==> src/rtl/load_store_unit.sv <==
// rtl/load_store_unit.sv - RISC-V memory-access stage: one load/store per request, variable-latency memory
// Checks alignment and legality up front, then holds a single memory access until mem_ready or timeout.
module load_store_unit #(
   parameter int n       = 32,
   parameter int TIMEOUT = 255
) (
   input  logic         clk,
   input  logic         rst_n,
   input  logic         req_valid,
   input  logic         req_load,
   input  logic         req_store,
   input  logic [2:0]   funct3,
   input  logic [n-1:0] addr,
   input  logic [n-1:0] store_data,
   output logic         stall,
   output logic         done,
   output logic [n-1:0] load_data,
   output logic         fault,
   output logic [1:0]   fault_cause,
   output logic         mem_req,
   output logic         mem_we,
   output logic [n-1:0] mem_addr,
   output logic [3:0]   mem_be,
   output logic [n-1:0] mem_wdata,
   input  logic         mem_ready,
   input  logic [n-1:0] mem_rdata
);

   typedef enum logic [1:0] {ST_IDLE, ST_ACCESS, ST_DONE, ST_FAULT} state_t;

   localparam logic [7:0] TO = 8'(TIMEOUT);

   state_t       state, state_nxt;
   logic [7:0]   cnt;
   logic [7:0]   cnt_inc;
   logic [2:0]   f3_q;
   logic [1:0]   lane_q;
   logic [1:0]   cause_nxt;
   logic         issue;
   logic         active;
   logic         illegal;
   logic         misaligned;
   logic [3:0]   be_c;
   logic [n-1:0] wdata_c;
   logic [n-1:0] rsh;
   logic [15:0]  half;
   logic [n-1:0] fmt;

   assign active  = req_valid & (req_load | req_store);
   assign cnt_inc = cnt + 8'd1;

   // Stores only allow B/H/W; loads additionally allow BU/HU.
   assign illegal = (req_load & req_store) |
                    (req_store ? (funct3[2] | (funct3[1:0] == 2'b11))
                               : ((funct3[1:0] == 2'b11) | (funct3 == 3'b110)));
   assign misaligned = ((funct3[1:0] == 2'b01) & addr[0]) |
                       ((funct3[1:0] == 2'b10) & (addr[1:0] != 2'b00));

   always_comb begin
      be_c    = 4'b1111;
      wdata_c = store_data;
      case (funct3[1:0])
         2'b00: begin
            be_c    = 4'b0001 << addr[1:0];
            wdata_c = {4{store_data[7:0]}};
         end
         2'b01: begin
            be_c    = 4'b0011 << {addr[1], 1'b0};
            wdata_c = {2{store_data[15:0]}};
         end
         default: ;
      endcase
   end

   always_comb begin
      rsh  = mem_rdata >> {lane_q, 3'b000};
      half = lane_q[1] ? mem_rdata[n-1:n/2] : mem_rdata[n/2-1:0];
      case (f3_q)
         3'b000:  fmt = {{(n-8){rsh[7]}}, rsh[7:0]};
         3'b001:  fmt = {{(n-16){half[15]}}, half};
         3'b100:  fmt = {{(n-8){1'b0}}, rsh[7:0]};
         3'b101:  fmt = {{(n-16){1'b0}}, half};
         default: fmt = mem_rdata;
      endcase
   end

   always_ff @(posedge clk or negedge rst_n) begin
      if (!rst_n) state <= ST_IDLE;
      else        state <= state_nxt;
   end

   always_comb begin
      state_nxt = state;
      cause_nxt = 2'b00;
      issue     = 1'b0;
      case (state)
         ST_IDLE: begin
            if (active) begin
               if (illegal) begin
                  state_nxt = ST_FAULT;
                  cause_nxt = 2'b10;
               end else if (misaligned) begin
                  state_nxt = ST_FAULT;
                  cause_nxt = 2'b01;
               end else begin
                  state_nxt = ST_ACCESS;
                  issue     = 1'b1;
               end
            end
         end
         ST_ACCESS: begin
            // A response on the last permitted cycle still wins over the timeout.
            if (mem_ready) begin
               state_nxt = ST_DONE;
            end else if (cnt_inc == TO) begin
               state_nxt = ST_FAULT;
               cause_nxt = 2'b11;
            end
         end
         default: state_nxt = ST_IDLE;
      endcase
   end

   assign stall = ((state == ST_IDLE) & active) | (state == ST_ACCESS);

   always_ff @(posedge clk or negedge rst_n) begin
      if (!rst_n) begin
         done        <= 1'b0;
         load_data   <= '0;
         fault       <= 1'b0;
         fault_cause <= 2'b00;
         mem_req     <= 1'b0;
         mem_we      <= 1'b0;
         mem_addr    <= '0;
         mem_be      <= 4'b0000;
         mem_wdata   <= '0;
         cnt         <= 8'd0;
         f3_q        <= 3'b000;
         lane_q      <= 2'b00;
      end else begin
         done        <= (state == ST_ACCESS) & mem_ready;
         fault       <= (state_nxt == ST_FAULT);
         fault_cause <= cause_nxt;
         if (issue) begin
            mem_req   <= 1'b1;
            mem_we    <= req_store;
            mem_addr  <= {addr[n-1:2], 2'b00};
            mem_be    <= be_c;
            mem_wdata <= wdata_c;
            f3_q      <= funct3;
            lane_q    <= addr[1:0];
            cnt       <= 8'd0;
         end else if (state == ST_ACCESS) begin
            cnt <= cnt_inc;
            if (state_nxt != ST_ACCESS) mem_req <= 1'b0;
            if (mem_ready) load_data <= mem_we ? '0 : fmt;
         end
      end
   end

endmodule

==> config.mk <==
export PLATFORM = sky130hd
export DESIGN_NAME = load_store_unit
export DESIGN_NICKNAME = d
export VERILOG_FILES = /design/src/rtl/load_store_unit.sv
export SDC_FILE = /design/constraint.sdc
export NUM_CORES = 1
export LEC_CHECK = 0
export CORE_ASPECT_RATIO = 1.5
export CORE_MARGIN = 5
export CORE_UTILIZATION = 39
export CTS_BUF_LIST = sky130_fd_sc_hd__clkbuf_8
export DETAILED_ROUTE_END_ITERATION = 16
export PLACE_DENSITY = 0.72
export SLEW_MARGIN = 10
export SYNTH_ARGS = -nofsm -noshare
export SYNTH_HDL_FRONTEND = slang
export SYNTH_SLANG_ARGS = --single-unit
==> constraint.sdc <==
create_clock -name clk -period 3.02 [get_ports clk]
set_clock_uncertainty 0.15 [all_clocks]
set_input_delay 0.604 -clock clk [delete_from_list [all_inputs] [get_ports clk]]
set_output_delay 0.604 -clock clk [all_outputs]
set_load 0.05 [all_outputs]
Word level (Yosys, flattened, before mapping)
Cells that the tools add are included.

Add/subtract/negate cells: 1. Equality and inequality tests: 11. Shift operators: 3. Muxes and demuxes: 27. Bitwise logic cells: 13. Reduce and logical (&&, ||, !) cells: 8.

Operators by type and width (count): 32-bit case mux with 4 select lines (1); 32-bit case mux with 2 select lines (1); 32-bit two-way mux (1); 32-bit by 5-bit right shift with 8-bit output (1); 2-bit two-way mux (9); 16-bit two-way mux (1); 8-bit two-way mux (2); 3-bit equality test, second input constant (3); 1-bit two-way mux (9); 8-bit by 1-bit adder with 8-bit output, second input constant (1); 8-bit equality test, second input constant (1); 2-bit case mux with 2 select lines (2); 4-bit case mux with 2 select lines (1); 1-bit bitwise AND (6); 2-bit equality test, second input constant (3); 1-bit OR (6); 2-bit nonzero test (3); 2-bit by 1-bit equality test with 1-bit output, second input constant (2); 2-bit logical NOT (2); 1-bit by 2-bit << shifter with 4-bit output, first input constant (1); 2-bit by 2-bit << shifter with 4-bit output, first input constant (1); 3-bit by 1-bit equality test with 1-bit output, second input constant (1); 3-bit logical NOT (1); 3-bit AND reduction (1); other kinds (3) (3).

Flip-flop bits (word level): 119. Input bits: 105. Output and inout bits: 107.

Logic depth before layout (Yosys ltp)
Depth after elaboration: 11. Mapped depth: 7.

Worst setup path before layout
OpenSTA, ideal clock, no wires.

Path kind: input-to-reg. Start point: input port funct3[0]. End point: register mem_wdata[0]. Setup time: 125 ps. Data arrival time: 2012 ps. Data required time: 2745 ps. Setup slack: 733 ps. Stages: 6. Buffers on the path: 2. Cell sequence: buf_2 > o21ai_0 > nand2_1 > nor3_4 > buf_6 > mux2_2.

Word-level cells in the longest chain between the ends: 7.

Ends and longest elaborated chain: start: declaration (line 12) `input logic [2:0] funct3,`; 3-bit equality test (tied with other cells) (line 55) `: ((funct3[1:0] == 2'b11) | (funct3 == 3'b110)));`; 1-bit OR (tied with other cells) (line 55); 1-bit two-way mux / 1-bit OR (equally long branches) (line 54, 56); 1-bit OR / 1-bit two-way mux (equally long branches) (line 53, 102); 1-bit two-way mux (*) (line 99) `if (illegal) begin`; 1-bit two-way mux (*) (line 98) `if (active) begin`; 1-bit two-way mux (*) (line 96) `case (state)`; end signal: assignment (line 149) `mem_wdata <= wdata_c;`; end: declaration (line 24) `output logic [n-1:0] mem_wdata,`.

Mark *: on every way between the ends. The rest lies on a longest branch, timed or not. A chain may end at the register's enable or synchronous reset.

Worst setup path after layout
Start point: input port req_store. End point: output port stall.

Word-level cells in the longest chain between the ends: 4.

Ends and longest elaborated chain: start: declaration (line 11) `input logic req_store,`; 1-bit OR (line 49) `assign active = req_valid & (req_load | req_store);`; 1-bit bitwise AND (line 49); 1-bit bitwise AND (line 124) `assign stall = ((state == ST_IDLE) & active) | (state == ST_ACCESS);`; 1-bit OR (line 124); end: declaration (line 15) `output logic stall,`.

No other way between the ends.

==> results by group <==
Finish
  – Commonest non-fill, non-tap cell in the layout: clkdlybuf4s50_1
  – Antenna fix cells: 0
  – Area of the multi-input gates: approximately 2400 um2
  – Nets: between 800 and 900
  – FILL cells: around 1200
  – Area delta synth->final: 48.6%
  – Storage element area: approximately 3000 um2
  – Most frequent cells in the layout: 207 x clkdlybuf4s50_1, 119 x dfrtp_1, 81 x mux2_2
  – Share of post-route cells with drive strength above 1: between 15 and 20%

Clock network
  – Post-CTS Hold Buffers: 0
  – TritonCTS sink count: 119
  – Post-cts sizing count: 0
  – # H-tree levels: 4
  – Root Buffer Master: clkbuf_8
  – Clk Latency, worst-skew pair: roughly 0.42 ns
  – Post-CTS Setup Repair Bufs: 0
  – Max Root-Sink Buffers: 2
  – Num CTS Buffers: 17
  – Clk slew on worst S/H paths: 0.07 ns
  – CTS tree: yes

STA
  – Setup TNS: 0 ns
  – Fin crit share: between 80 and 90%
  – Worst slew pin tran: about 1.1 ns
  – Fmax: between 300 and 400 MHz
  – Min Clock Period, post-route: around 2.5 ns
  – RSZ-0062 raised after global routing: false
  – Max Transition Viols Final: 0
  – Max transition margin: 26.3%
  – Fin. Hold Viols: 0
  – Final Setup Violations: 0
  – Fin Hold WS: around 0.069 ns

GRT
  – Vias in the first global route: approximately 5200
  – Initial antenna violation count: 0
  – First-pass GRT wire length: 26400 um
  – Largest net degree at the start of global routing: 62
  – Global route overflow: 0
  – Gr usage total: between 20% and 30%

Routing
  – Pre-antenna DRT Iters: 4
  – Wirelength per Cell: around 18 um
  – Antenna Violating Nets Remaining: 0
  – Initial DRC count: between 100 and 150
  – Vias per cell: between 5 and 6
  – Vias: between 4000 and 5000
  – Drt drc: 0
  – DRT Wirelength: around 17000 um

Yosys
  – Async SR Flop Fraction: 100%
  – Post-synth EDFFs: 0
  – Post-synthesis cell area: between 5000 and 6000 um2
  – Syn Area/Cell: approximately 11 um2
  – Seq cells post-synth: 119
  – Register area share after synthesis: 52.9%
  – Mapped Cells: about 500
  – Prevailing post-synth register cell: dfrtp_1
  – Post-synthesis cell type count: 46
  – Yosys Warn Count: 0

Critical path
  – Worst Setup SP: req_store
  – Critical path type: primary input to primary output
  – CP max FO: 3
  – Setup crit end: stall
  – Reg2reg end: load_data[2]
  – Worst setup EP type: primary output
  – Reg2reg start: f3_q[0]
  – CP required: approximately 2.3 ns
  – Worst reg2reg setup slack: around 0.82 ns
  – Worst Reg-to-Reg Cells: 4
  – Startpoint class of the critical path: primary input
  – Arr. time, crit path: about 1.8 ns

Power and ir drop
  – VDD IR max: between 0.7 and 0.8 mV
  – Pwr dens: around 1200 nW/um2
  – Static Leak: about 3.5 nW

Place
  – I/O Buffers: around 210
  – Placer Congestion: 0.885
  – HPWL reported at the end of detailed placement: between 10000 and 15000 um

Floorplanning
  – Initial Util: between 30% and 40%
  – Die extent in y: approximately 160 um
  – Die width: 108 um
  – DIE AREA: between 15000 and 20000 um2
  – Number of placement rows: 53
  – CORE AREA: 14100 um2
  – Boundary Pins: roughly 210

Run
  – Max cap viols: 0

Hold path
  – Hold crit path type: primary input to asynchronous set/reset pin

Run status
  – Status: finished, final reports clean
==> cell usage after synthesis (3+ instances only) <==
| master | number | share of area (%) |
|---|---|---|
| buf_6 | 7 | 1.4 |
| nand3_1 | 3 | 0.27 |
| nand2_1 | 50 | 3.3 |
| buf_4 | 3 | 0.40 |
| o22ai_1 | 9 | 1.0 |
| a21oi_1 | 28 | 2.5 |
| nor2_1 | 31 | 2.1 |
| nor3_1 | 4 | 0.36 |
| nor2b_1 | 10 | 1.1 |
| o2bb2ai_1 | 7 | 1.1 |
| o21ai_0 | 45 | 4.0 |
| nand2b_1 | 5 | 0.56 |
| mux2_1 | 5 | 1.0 |
| o41ai_1 | 7 | 1.1 |
| mux2_2 | 81 | 16 |
| or3_1 | 8 | 0.89 |
| dfrtp_1 | 119 | 53 |
| clkbuf_1 | 16 | 1.1 |
| buf_1 | 4 | 0.27 |
| inv_1 | 9 | 0.60 |
| mux2i_1 | 11 | 2.0 |
| buf_2 | 3 | 0.27 |
| xnor2_1 | 5 | 0.78 |
==> routing by layer <==
metal | track usage (%) | part of all wire (%)
met1 | 20.3 | 34
met2 | 37.1 | 56
met3 | 5.13 | 5.9
met4 | 10.6 | 4.0
met5 | 0 | 0
==> final cells by class <==
cell class	count	area share, %
clock buffer	17	2.80
clock inverter	15	2.53
inverter	10	0.449
multi-input combinational	340	29.0
sequential	119	35.6
tap	192	2.87
timing repair buffer	224	26.8
==> flip-flops by register name (all words and copies together) (netlist names), 2 cells and up <==
register and flops:
lane_q 2, mem_be 4, cnt 8, fault_cause 2, mem_addr 30, f3_q 3
load_data 32, mem_wdata 32, state 2
==> kinds of logic (layout without fill, tap and decap cells) <==
group,after synthesis,in the layout,synth area share [%]
DFF,119,119,52.9
muxes,98,98,19.6
and+or+nand+nor,123,123,10.3
xor gates and xnor gates,7,7,1.09
buffers and inverters,43,266,4.07
adders and majority gates,2,2,0.445
AOI/OAI and AO/OA,108,108,11.5
other,1,2,0.0667
==> stage by stage <==
stage	total power, W	utilization, %	instances	cell area [um2]	setup WS [ns]
6_report	0.0102	59.2	917	8360	0.508
5_1_grt	0.0107	59.2	917	8360	0.415
4_1_cts	0.0103	59.2	917	8360	0.482
3_5_place_dp	0.00860	56.0	885	7910	0.100
3_3_place_gp	0.00848	56.0	885	7910	0.143
2_1_floorplan	0.00635	-	502	5630	0.733
==> worst min path at each step <==
stage / start / endpoint / slack [ns] / depth (start not counted)
final: rst_n / mem_wdata[24] / 0.07 / 1
after detailed placement: load_data[4] / load_data[4] / 0.31 / 2
after global routing: rst_n / mem_wdata[20] / 0.10 / 1
after CTS: rst_n / mem_wdata[4] / 0.07 / 1
after floorplan: rst_n / cnt[0] / 0.16 / 0
after global placement: load_data[6] / load_data[6] / 0.31 / 2
==> report_power, final <==
| group | switching (W) | internal (W) |
|---|---|---|
| Combinational | 0.00365 | 0.00202 |
| Clock | 0.000650 | 0.000974 |
| Sequential | 0.000543 | 0.00234 |
==> worst max-delay path: stages <==
cell and delay, ns:
clkdlybuf4s50_1 0.51, o21ai_0 0.15, a21oi_1 0.31, buf_12 0.18
Note: power is estimated with default switching activity, not from simulation.
